### src/rtl/ysyx_22050710_wb_stage_pkg.sv
`default_nettype none
// +----------------------------------------------------------------------+
// | ysyx_22050710_pkg : shared widths, bus layouts and field offsets     |
// | Revision: 1.0                                                        |
// +----------------------------------------------------------------------+
package ysyx_22050710_pkg;

  localparam int WORD_WD     = 64;
  localparam int PC_WD       = 64;
  localparam int INST_WD     = 32;
  localparam int GPR_ADDR_WD = 5;
  localparam int CSR_ADDR_WD = 12;

  localparam int MS_TO_WS_BUS_WD = 1 + GPR_ADDR_WD + WORD_WD + 1 + CSR_ADDR_WD + WORD_WD;
  localparam int DEBUG_BUS_WD    = 1 + INST_WD + PC_WD + PC_WD + 1 + WORD_WD;

  // memory-to-write-back bus, packed MSB first: {gpr_wen, rd, gpr_result, csr_wen, csr, csr_result}
  localparam int BUS_CSR_RESULT_LSB = 0;
  localparam int BUS_CSR_LSB        = BUS_CSR_RESULT_LSB + WORD_WD;
  localparam int BUS_CSR_WEN_BIT    = BUS_CSR_LSB + CSR_ADDR_WD;
  localparam int BUS_GPR_RESULT_LSB = BUS_CSR_WEN_BIT + 1;
  localparam int BUS_RD_LSB         = BUS_GPR_RESULT_LSB + WORD_WD;
  localparam int BUS_GPR_WEN_BIT    = BUS_RD_LSB + GPR_ADDR_WD;

  typedef struct packed {
    logic                  valid;
    logic [INST_WD-1:0]    inst;
    logic [PC_WD-1:0]      pc;
    logic [PC_WD-1:0]      dnpc;
    logic                  memen;
    logic [WORD_WD-1:0]    memaddr;
  } debug_bus_t;

endpackage
`default_nettype wire

### src/rtl/ysyx_22050710_wb_stage_if.sv
`default_nettype none
// +----------------------------------------------------------------------+
// | ysyx_22050710_wb_stage_if : memory -> write-back handshake and bus   |
// | Revision: 1.0                                                        |
// +----------------------------------------------------------------------+
interface ysyx_22050710_wb_stage_if;
  import ysyx_22050710_pkg::*;

  logic                       ms_to_ws_valid;
  logic [MS_TO_WS_BUS_WD-1:0] ms_to_ws_bus;
  logic [DEBUG_BUS_WD-1:0]    debug_ms_to_ws_bus;
  logic                       ws_allowin;

  modport master (
    output ms_to_ws_valid,
    output ms_to_ws_bus,
    output debug_ms_to_ws_bus,
    input  ws_allowin
  );

  modport slave (
    input  ms_to_ws_valid,
    input  ms_to_ws_bus,
    input  debug_ms_to_ws_bus,
    output ws_allowin
  );
endinterface
`default_nettype wire

### src/rtl/ysyx_22050710_wb_stage_instret_cnt.sv
`default_nettype none
// +----------------------------------------------------------------------+
// | ysyx_22050710_instret_cnt : 64-bit retired-instruction counter       |
// | Revision: 1.0                                                        |
// +----------------------------------------------------------------------+
module ysyx_22050710_instret_cnt (
  input  logic        clk_i,
  input  logic        rst_ni,
  input  logic        en_i,
  output logic [63:0] cnt_o
);

  logic [63:0] cnt_q;
  logic [63:0] cnt_d;

  // wraps silently modulo 2^64
  assign cnt_d = en_i ? (cnt_q + 64'd1) : cnt_q;

  always_ff @(posedge clk_i or negedge rst_ni) begin
    if (!rst_ni) begin
      cnt_q <= 64'd0;
    end else begin
      cnt_q <= cnt_d;
    end
  end

  assign cnt_o = cnt_q;

endmodule
`default_nettype wire

### src/rtl/ysyx_22050710_wb_stage_reg.sv
`default_nettype none
// +----------------------------------------------------------------------+
// | ysyx_22050710_Reg : generic enabled register, async active-low reset |
// | Revision: 1.0                                                        |
// +----------------------------------------------------------------------+
module ysyx_22050710_Reg #(
  parameter int               WIDTH     = 1,
  parameter logic [WIDTH-1:0] RESET_VAL = '0
) (
  input  logic             clk_i,
  input  logic             rst_ni,
  input  logic             wen_i,
  input  logic [WIDTH-1:0] din_i,
  output logic [WIDTH-1:0] dout_o
);

  always_ff @(posedge clk_i or negedge rst_ni) begin
    if (!rst_ni) begin
      dout_o <= RESET_VAL;
    end else if (wen_i) begin
      dout_o <= din_i;
    end
  end

endmodule
`default_nettype wire

### src/rtl/ysyx_22050710_wb_stage.sv
`default_nettype none
// +----------------------------------------------------------------------+
// | ysyx_22050710_wb_stage : write-back stage, GPR/CSR commit + instret  |
// | Optional difftest commit port: YSYX_22050710_DIFFTEST_EN             |
// | Revision: 1.0                                                        |
// +----------------------------------------------------------------------+
module ysyx_22050710_wb_stage
  import ysyx_22050710_pkg::*;
(
  input  logic                   i_clk,
  input  logic                   i_rst_n,
  ysyx_22050710_wb_stage_if.slave ms_if,
  input  logic                   i_csr_port_busy,
  output logic                   o_gpr_wen,
  output logic [GPR_ADDR_WD-1:0] o_gpr_waddr,
  output logic [WORD_WD-1:0]     o_gpr_wdata,
  output logic                   o_csr_wen,
  output logic [CSR_ADDR_WD-1:0] o_csr_waddr,
  output logic [WORD_WD-1:0]     o_csr_wdata,
  output logic [GPR_ADDR_WD-1:0] o_ws_to_ds_gpr_rd,
  output logic [CSR_ADDR_WD-1:0] o_ws_to_ds_csr_rd,
  output logic                   o_retire,
  output logic [63:0]            o_instret
`ifdef YSYX_22050710_DIFFTEST_EN
  ,
  output logic                   o_commit_valid,
  output logic [PC_WD-1:0]       o_commit_pc,
  output logic [INST_WD-1:0]     o_commit_inst,
  output logic [PC_WD-1:0]       o_commit_dnpc
`endif
);

  logic                       ws_valid_q;
  logic [MS_TO_WS_BUS_WD-1:0] bus_q;
  logic                       ws_ready_go;
  logic                       ws_allowin;
  logic                       bus_load;
  logic                       fire;

  logic                   bus_gpr_wen;
  logic [GPR_ADDR_WD-1:0] bus_rd;
  logic [WORD_WD-1:0]     bus_gpr_result;
  logic                   bus_csr_wen;
  logic [CSR_ADDR_WD-1:0] bus_csr;
  logic [WORD_WD-1:0]     bus_csr_result;

  assign bus_gpr_wen    = bus_q[BUS_GPR_WEN_BIT];
  assign bus_rd         = bus_q[BUS_RD_LSB +: GPR_ADDR_WD];
  assign bus_gpr_result = bus_q[BUS_GPR_RESULT_LSB +: WORD_WD];
  assign bus_csr_wen    = bus_q[BUS_CSR_WEN_BIT];
  assign bus_csr        = bus_q[BUS_CSR_LSB +: CSR_ADDR_WD];
  assign bus_csr_result = bus_q[BUS_CSR_RESULT_LSB +: WORD_WD];

  // the trap unit wins the shared CSR write port
  assign ws_ready_go      = !(bus_csr_wen && i_csr_port_busy);
  assign ws_allowin       = !ws_valid_q || ws_ready_go;
  assign ms_if.ws_allowin = ws_allowin;
  assign bus_load         = ms_if.ms_to_ws_valid && ws_allowin;
  assign fire             = ws_valid_q && ws_ready_go;

  ysyx_22050710_Reg #(.WIDTH(1)) u_valid_reg (
    .clk_i (i_clk),
    .rst_ni(i_rst_n),
    .wen_i (ws_allowin),
    .din_i (ms_if.ms_to_ws_valid),
    .dout_o(ws_valid_q)
  );

  ysyx_22050710_Reg #(.WIDTH(MS_TO_WS_BUS_WD)) u_bus_reg (
    .clk_i (i_clk),
    .rst_ni(i_rst_n),
    .wen_i (bus_load),
    .din_i (ms_if.ms_to_ws_bus),
    .dout_o(bus_q)
  );

  assign o_gpr_wen   = fire && bus_gpr_wen && (bus_rd != '0);
  assign o_gpr_waddr = bus_rd;
  assign o_gpr_wdata = bus_gpr_result;
  assign o_csr_wen   = fire && bus_csr_wen;
  assign o_csr_waddr = bus_csr;
  assign o_csr_wdata = bus_csr_result;

  assign o_ws_to_ds_gpr_rd = (ws_valid_q && bus_gpr_wen) ? bus_rd  : '0;
  assign o_ws_to_ds_csr_rd = (ws_valid_q && bus_csr_wen) ? bus_csr : '0;

  assign o_retire = fire;

  ysyx_22050710_instret_cnt u_instret_cnt (
    .clk_i (i_clk),
    .rst_ni(i_rst_n),
    .en_i  (fire),
    .cnt_o (o_instret)
  );

`ifdef YSYX_22050710_DIFFTEST_EN
  logic [DEBUG_BUS_WD-1:0] dbg_q;
  debug_bus_t              dbg;
  logic                    commit_valid_q;
  logic [PC_WD-1:0]        commit_pc_q;
  logic [INST_WD-1:0]      commit_inst_q;
  logic [PC_WD-1:0]        commit_dnpc_q;
  logic                    unused_dbg;

  ysyx_22050710_Reg #(.WIDTH(DEBUG_BUS_WD)) u_dbg_reg (
    .clk_i (i_clk),
    .rst_ni(i_rst_n),
    .wen_i (bus_load),
    .din_i (ms_if.debug_ms_to_ws_bus),
    .dout_o(dbg_q)
  );

  assign dbg        = debug_bus_t'(dbg_q);
  assign unused_dbg = ^{dbg.valid, dbg.memen, dbg.memaddr};

  always_ff @(posedge i_clk or negedge i_rst_n) begin
    if (!i_rst_n) begin
      commit_valid_q <= 1'b0;
      commit_pc_q    <= '0;
      commit_inst_q  <= '0;
      commit_dnpc_q  <= '0;
    end else begin
      commit_valid_q <= fire;
      if (fire) begin
        commit_pc_q   <= dbg.pc;
        commit_inst_q <= dbg.inst;
        commit_dnpc_q <= dbg.dnpc;
      end
    end
  end

  assign o_commit_valid = commit_valid_q;
  assign o_commit_pc    = commit_pc_q;
  assign o_commit_inst  = commit_inst_q;
  assign o_commit_dnpc  = commit_dnpc_q;
`else
  logic unused_dbg;
  assign unused_dbg = ^ms_if.debug_ms_to_ws_bus;
`endif

endmodule
`default_nettype wire

### src/flat_wrapper.sv
// flat-port wrapper written by rule: the top's interface ports become plain ports
module ysyx_22050710_wb_stage_flat import ysyx_22050710_pkg::*;
  (i_clk, i_rst_n, i_csr_port_busy, o_gpr_wen, o_gpr_waddr, o_gpr_wdata, o_csr_wen, o_csr_waddr, o_csr_wdata, o_ws_to_ds_gpr_rd, o_ws_to_ds_csr_rd, o_retire, o_instret, ms_if_ms_to_ws_valid, ms_if_ms_to_ws_bus, ms_if_debug_ms_to_ws_bus, ms_if_ws_allowin);
  ysyx_22050710_wb_stage_if ms_if_i ();
  input  logic i_clk;
  input  logic i_rst_n;
  input  logic i_csr_port_busy;
  output logic o_gpr_wen;
  output logic [GPR_ADDR_WD-1:0] o_gpr_waddr;
  output logic [WORD_WD-1:0] o_gpr_wdata;
  output logic o_csr_wen;
  output logic [CSR_ADDR_WD-1:0] o_csr_waddr;
  output logic [WORD_WD-1:0] o_csr_wdata;
  output logic [GPR_ADDR_WD-1:0] o_ws_to_ds_gpr_rd;
  output logic [CSR_ADDR_WD-1:0] o_ws_to_ds_csr_rd;
  output logic o_retire;
  output logic [63:0] o_instret;
  input wire logic [$bits(ms_if_i.ms_to_ws_valid)-1:0] ms_if_ms_to_ws_valid;
  input wire logic [$bits(ms_if_i.ms_to_ws_bus)-1:0] ms_if_ms_to_ws_bus;
  input wire logic [$bits(ms_if_i.debug_ms_to_ws_bus)-1:0] ms_if_debug_ms_to_ws_bus;
  output wire logic [$bits(ms_if_i.ws_allowin)-1:0] ms_if_ws_allowin;
  assign ms_if_i.ms_to_ws_valid = ms_if_ms_to_ws_valid;
  assign ms_if_i.ms_to_ws_bus = ms_if_ms_to_ws_bus;
  assign ms_if_i.debug_ms_to_ws_bus = ms_if_debug_ms_to_ws_bus;
  assign ms_if_ws_allowin = ms_if_i.ws_allowin;
  ysyx_22050710_wb_stage u_core (.i_clk(i_clk), .i_rst_n(i_rst_n), .ms_if(ms_if_i), .i_csr_port_busy(i_csr_port_busy), .o_gpr_wen(o_gpr_wen), .o_gpr_waddr(o_gpr_waddr), .o_gpr_wdata(o_gpr_wdata), .o_csr_wen(o_csr_wen), .o_csr_waddr(o_csr_waddr), .o_csr_wdata(o_csr_wdata), .o_ws_to_ds_gpr_rd(o_ws_to_ds_gpr_rd), .o_ws_to_ds_csr_rd(o_ws_to_ds_csr_rd), .o_retire(o_retire), .o_instret(o_instret));
endmodule
### config.mk
export PLATFORM = sky130hd
export DESIGN_NAME = ysyx_22050710_wb_stage_flat
export DESIGN_NICKNAME = d
export VERILOG_FILES = /design/src/rtl/ysyx_22050710_wb_stage_pkg.sv /design/src/rtl/ysyx_22050710_wb_stage_if.sv /design/src/rtl/ysyx_22050710_wb_stage_instret_cnt.sv /design/src/rtl/ysyx_22050710_wb_stage_reg.sv /design/src/rtl/ysyx_22050710_wb_stage.sv /design/src/flat_wrapper.sv
export SDC_FILE = /design/constraint.sdc
export NUM_CORES = 1
export LEC_CHECK = 0
export CORE_AREA = 2 2 239 241
export DETAILED_ROUTE_END_ITERATION = 6
export DIE_AREA = 0 0 241 243
export PLACE_DENSITY_LB_ADDON = 0.12
export SLEW_MARGIN = 20
export SYNTH_ARGS = -nofsm -noshare
export SYNTH_HDL_FRONTEND = slang
export SYNTH_SLANG_ARGS = --single-unit
### constraint.sdc
create_clock -name i_clk -period 3.9 [get_ports i_clk]
set_clock_uncertainty 0.15 [all_clocks]
set_input_delay 0.78 -clock i_clk [delete_from_list [all_inputs] [get_ports i_clk]]
set_output_delay 0.78 -clock i_clk [all_outputs]
set_load 0.005 [all_outputs]
== Word-level counts from Yosys, hierarchy flattened ==
Index checks and enable logic that the tools add are counted.

* Register bits after elaboration: 212
* Input port bits: 377
* Output and inout port bits: 230
* Logic and storage cells: 18

* Add/sub/neg operators: 1
* Reduce and logical (&&, ||, !) cells: 12
* Mux-type cells: 2

{| class="wikitable"
|+ Operators with widths
! kind !! number
|-
| $add A64 B1 Y64 const B || 1
|-
| $mux W12 || 1
|-
| $logic_and A1 B1 Y1 || 8
|-
| $mux W5 || 1
|-
| $reduce_bool A5 Y1 || 1
|-
| $logic_not A1 Y1 || 2
|-
| $logic_or A1 B1 Y1 || 1
|}

== Logic depth before layout (Yosys ltp) ==
* Depth after elaboration: 5
* Depth in mapped cells: 7
* Depth with buffers taken out: 5

== Modules after synthesis ==
A second synthesis with hierarchy kept.

* Cell total of the unflattened synthesis: 624
* Area, all modules: 8808.4 um^2

{| class="wikitable"
|+ Modules (own cells, without submodules)
! module !! area an instance (um^2) !! cells an instance !! seq. area each (um^2) !! instances
|-
| ysyx_22050710_Reg (u_core.u_bus_reg) || 5507.8 || 310 || 3678.5 || 1
|-
| ysyx_22050710_instret_cnt || 3098.0 || 285 || 1601.5 || 1
|-
| ysyx_22050710_wb_stage || 162.7 || 27 || 0.0 || 1
|-
| ysyx_22050710_Reg (u_core.u_valid_reg) || 40.0 || 2 || 25.0 || 1
|}

== Worst setup path after synthesis ==
OpenSTA, ideal clock, no wires.

* Path kind: input port to flip-flop
* From: input i_csr_port_busy
* To: register u_core.u_instret_cnt.cnt_q[40] (netlist: u_core.u_instret_cnt.cnt_o[40])
* Required time: 3.671 ns
* Stages on the path: 7
* Arrival time: 2.018 ns
* Library setup time: 0.079 ns
* Path buffers: 2
* Slack: 1.653 ns
* Cells stage by stage: a21boi_1 > buf_4 > and3_1 > nand4_1 > buf_2 > nor4_1 > xor2_1

* Cells in the longest elaborated chain, start to end: 3

{| class="wikitable"
|+ RTL lines
! element !! line !! RTL
|-
| start: declaration || flat_wrapper.sv:7 || <nowiki>input logic i_csr_port_busy;</nowiki>
|-
| $logic_and A1 B1 Y1 || ysyx_22050710_wb_stage.sv:55 || <nowiki>assign ws_ready_go = !(bus_csr_wen && i_csr_port_busy);</nowiki>
|-
| $logic_not A1 Y1 || ysyx_22050710_wb_stage.sv:55 ||
|-
| $logic_and A1 B1 Y1 || ysyx_22050710_wb_stage.sv:59 || <nowiki>assign fire = ws_valid_q && ws_ready_go;</nowiki>
|-
| net o_retire || flat_wrapper.sv:16 || <nowiki>output logic o_retire;</nowiki>
|-
| end signal: assignment || ysyx_22050710_wb_stage_instret_cnt.sv:23 || <nowiki>cnt_q <= cnt_d;</nowiki>
|-
| end: declaration || ysyx_22050710_wb_stage_instret_cnt.sv:13 || <nowiki>logic [63:0] cnt_q;</nowiki>
|}

The timed path passes the listed nets, and every way through them passes these cells.
A chain may end at the register's enable or synchronous reset.

== Worst setup path after layout ==
* From: register u_core.u_valid_reg.dout_o
* To: output o_retire

* Cells in the longest elaborated chain, start to end: 1

{| class="wikitable"
|+ RTL lines
! element !! line !! RTL
|-
| start: declaration || ysyx_22050710_wb_stage_reg.sv:14 || <nowiki>output logic [WIDTH-1:0] dout_o</nowiki>
|-
| start signal: assignment || ysyx_22050710_wb_stage_reg.sv:21 || <nowiki>dout_o <= din_i;</nowiki>
|-
| $logic_and A1 B1 Y1 || ysyx_22050710_wb_stage.sv:59 ||
|-
| end: declaration || flat_wrapper.sv:16 ||
|}

No other way between the ends.

==> results by group <==
Yosys
  • Ys Warns: 0
  • Syn_area_per_cell: 12.92 um2
  • Post-synthesis sequential area ratio: 0.5482
  • Count leader, synth: dfrtp_1
  • Dominant cells by area after synthesis: dfrtp_1 (55%), mux2_2 (17%), buf_4 (11%)
  • Most instantiated cells after synthesis: dfrtp_1 (212), mux2_2 (148), buf_4 (146)
  • Synth area leader: dfrtp_1
  • EDFF count, synth: 0
  • Main synth FF type: dfrtp_1
  • Syn nets: 1,127
  • Asr flop ratio synth: 1.000
  • Distinct cells, synth: 31
  • Mapped Cells: 749
  • Synthesized area: 9678 um2
  • Area share of the largest cell type after synthesis: 0.5482
  • Seq cells post-synth: 212

Power and ir drop
  • VDD IR max: 0.3497 mV
  • Total Power: 6.751 mW
  • Cell Pwr Density: between 400 and 500 nW/um2
  • Leakage power: 5.864 nW

Placement
  • Placed inst area: 13,390 um2
  • Placed Instances: 1,728
  • Placement Setup Slack: 674.6 ps
  • Dpl hpwl: 24,610 um
  • Gpl congestion: between 0.6 and 0.7
  • # port buffers: 380

Floorplanning
  • Die Width: 241 um
  • Die ar.: 58,560 um2
  • # IOs: 607
  • Starting Density: 0.1730
  • Cell row count: 87
  • Core area: 55,950 um2
  • Die H: around 240 um

Setup path
  • Worst setup EP type: output port
  • Reg-to-Reg Start: u_core.u_valid_reg.dout_o
  • Crit path launch type: flip-flop
  • Crit path largest cell delay: 700 ps
  • CP Launch Point: u_core.u_valid_reg.dout_o
  • Worst Path Buf+Inv: 2
  • WP data required: 2970 ps
  • R2R depth: 7
  • Cells along the critical path: a21boi_1 > buf_4 > clkdlybuf4s50_1
  • Worst R2R Setup Slack: 1260 ps
  • Crit path DAT: 2330 ps
  • Worst Path Max Fanout: 20
  • Slowest stage cell, crit path: dfrtp_1
  • WS Path Type: reg -> out
  • FF-to-FF End: u_core.u_instret_cnt.cnt_o[60]
  • Top Family by Delay on Critical Path: buffers and inverters

Run status
  • Outcome: finished clean

Detailed routing
  • Starting DRC count in detailed routing: 201
  • Top sig layer: met4
  • Drt wl/cell: 18.46 um
  • DRC viols: 0
  • DR WL met3: 5984 um
  • Via count: 6,444
  • Pre-antenna DRT Iters: 4
  • Post-route ant nets: 0
  • Drt total wl: about 33,000 um
  • Met2 wire length: ~13,000 um
  • Via/cell ratio: 3.612
  • Metal-1 WL: 13,020 um

STA
  • Setup tns final: 0 ps
  • Worst hold slack: ~80 ps
  • Worst Max-Slew Pin Slew: 742.2 ps
  • Max-slew violations: 0
  • Worst setup margin: ~640 ps
  • Minimum clock period after layout: roughly 3300 ps
  • Final Hold Viols: 0
  • Final setup vio count: 0
  • Fin crit share: 0.8358
  • Fmax: 0.3068 GHz
  • Rel. slew slack: 0.5052
  • RSZ-0062 raised after global routing: false

GRT
  • Largest net degree at the start of global routing: 85
  • First-pass GRT wire length: between 40,000 and 50,000 um
  • Vias in the first global route: 6,967
  • Initial antenna violation count: 1
  • GRT Total Usage: 0.1107
  • Gr ovfl total: 0

Clock network
  • TritonCTS clock tree: done
  • Num CTS Buffers: 30
  • Worst-skew pair later-pin latency: 570 ps
  • Clock Tree Buf Depth: 3
  • Clock sink total: 212
  • Postcts setup bufs: 0
  • # resized after CTS: 0
  • Root buffer cell: clkbuf_16
  • Clock Pin Slew Worst Setup and Hold Paths: 50 ps
  • H-tree levels: 1
  • Hold_buf cts: 0

Finish
  • Layout area overhead: 49.00%
  • Final Core Density: 0.2577
  • Nets: 1,382
  • Share of layout cells above drive strength 1: 0.2171
  • Final Instance Area: 14,420 um2
  • Fin cells: 1,784

Run
  • Max-cap viol count: 0

Hold path
  • HP Class: in -> async
==> worst reg2reg max path, stage by stage (launching register included) <==
cell and delay, ps:
dfrtp_1 700, a21boi_1 270, buf_4 200, and3_1 320, nand4_1 130, buf_4 210, nor4_1 390, xor2_1 170
==> worst max-delay path by stage <==
stage / slack (ps) / depth (start not counted) / end
floorplan: 1650 / 7 / u_core.u_instret_cnt.cnt_o[40]
global placement: 660 / 4 / o_retire
detailed placement: 670 / 4 / o_retire
CTS: 600 / 3 / o_retire
global route: 550 / 3 / o_retire
finish: 640 / 3 / o_retire
==> power breakdown <==
part | switching, mW | internal (mW) | total [mW]
sequential | 0.187 | 2.45 | 2.64
clock | 1.07 | 1.78 | 2.85
combinational | 0.439 | 0.826 | 1.26
==> cells by family (layout without fill, tap and decap cells) <==
group | count (synthesis) | in the layout | share of synthesized area
xor+xnor | 63 | 63 | 0.05701
mux | 148 | 148 | 0.1722
flops | 212 | 212 | 0.5482
buf+inv | 177 | 455 | 0.1281
compound gates | 2 | 2 | 0.001810
simple gates | 146 | 146 | 0.09140
other cells | 0 | 1 | 0
fa+ha+maj | 1 | 1 | 0.001293
==> registers in the layout, indices dropped and copies added (netlist names) <==
register,flops
u_core.u_instret_cnt.cnt_o,64
u_core.u_valid_reg.dout_o,1
u_core.u_bus_reg.dout_o,147
==> cell usage in the layout (no fill, tap or decap), types with 2 or more instances in the layout <==
| cell | count |
|---|---|
| nand2_1 | 20 |
| xor2_1 | 26 |
| nor2_1 | 9 |
| and4_1 | 8 |
| clkbuf_8 | 7 |
| clkbuf_16 | 31 |
| clkinv_2 | 2 |
| mux2_2 | 148 |
| and2_1 | 5 |
| bufinv_16 | 3 |
| clkbuf_1 | 9 |
| xnor2_1 | 37 |
| nor3_2 | 9 |
| dfrtp_1 | 212 |
| inv_1 | 7 |
| buf_12 | 5 |
| nand4_1 | 15 |
| buf_4 | 8 |
| nor3_1 | 10 |
| and3_1 | 29 |
| clkinv_4 | 2 |
| clkdlybuf4s50_1 | 379 |
| nand3_1 | 22 |
| or3_1 | 4 |
| nor4_1 | 6 |
==> layout make-up <==
type                    instances  area, um2
diodes                          1      2.502
clock buffers                  47      905.9
clock inverters                 8      125.1
fillers                      5904      41530
repair buffers                393       3969
well taps                     756      945.9
flip-flops and latches        212       5305
inverters                       7      26.28
multi-input cells             360       3141
==> routing by layer <==
layer	global-route usage	vias to the layer above
met1	0.1291	3128
met2	0.1581	330
met3	0.08541	46
met5	0	-
li1	-	2940
met4	0.02633	0
Note: power is estimated with default switching activity, not from simulation.
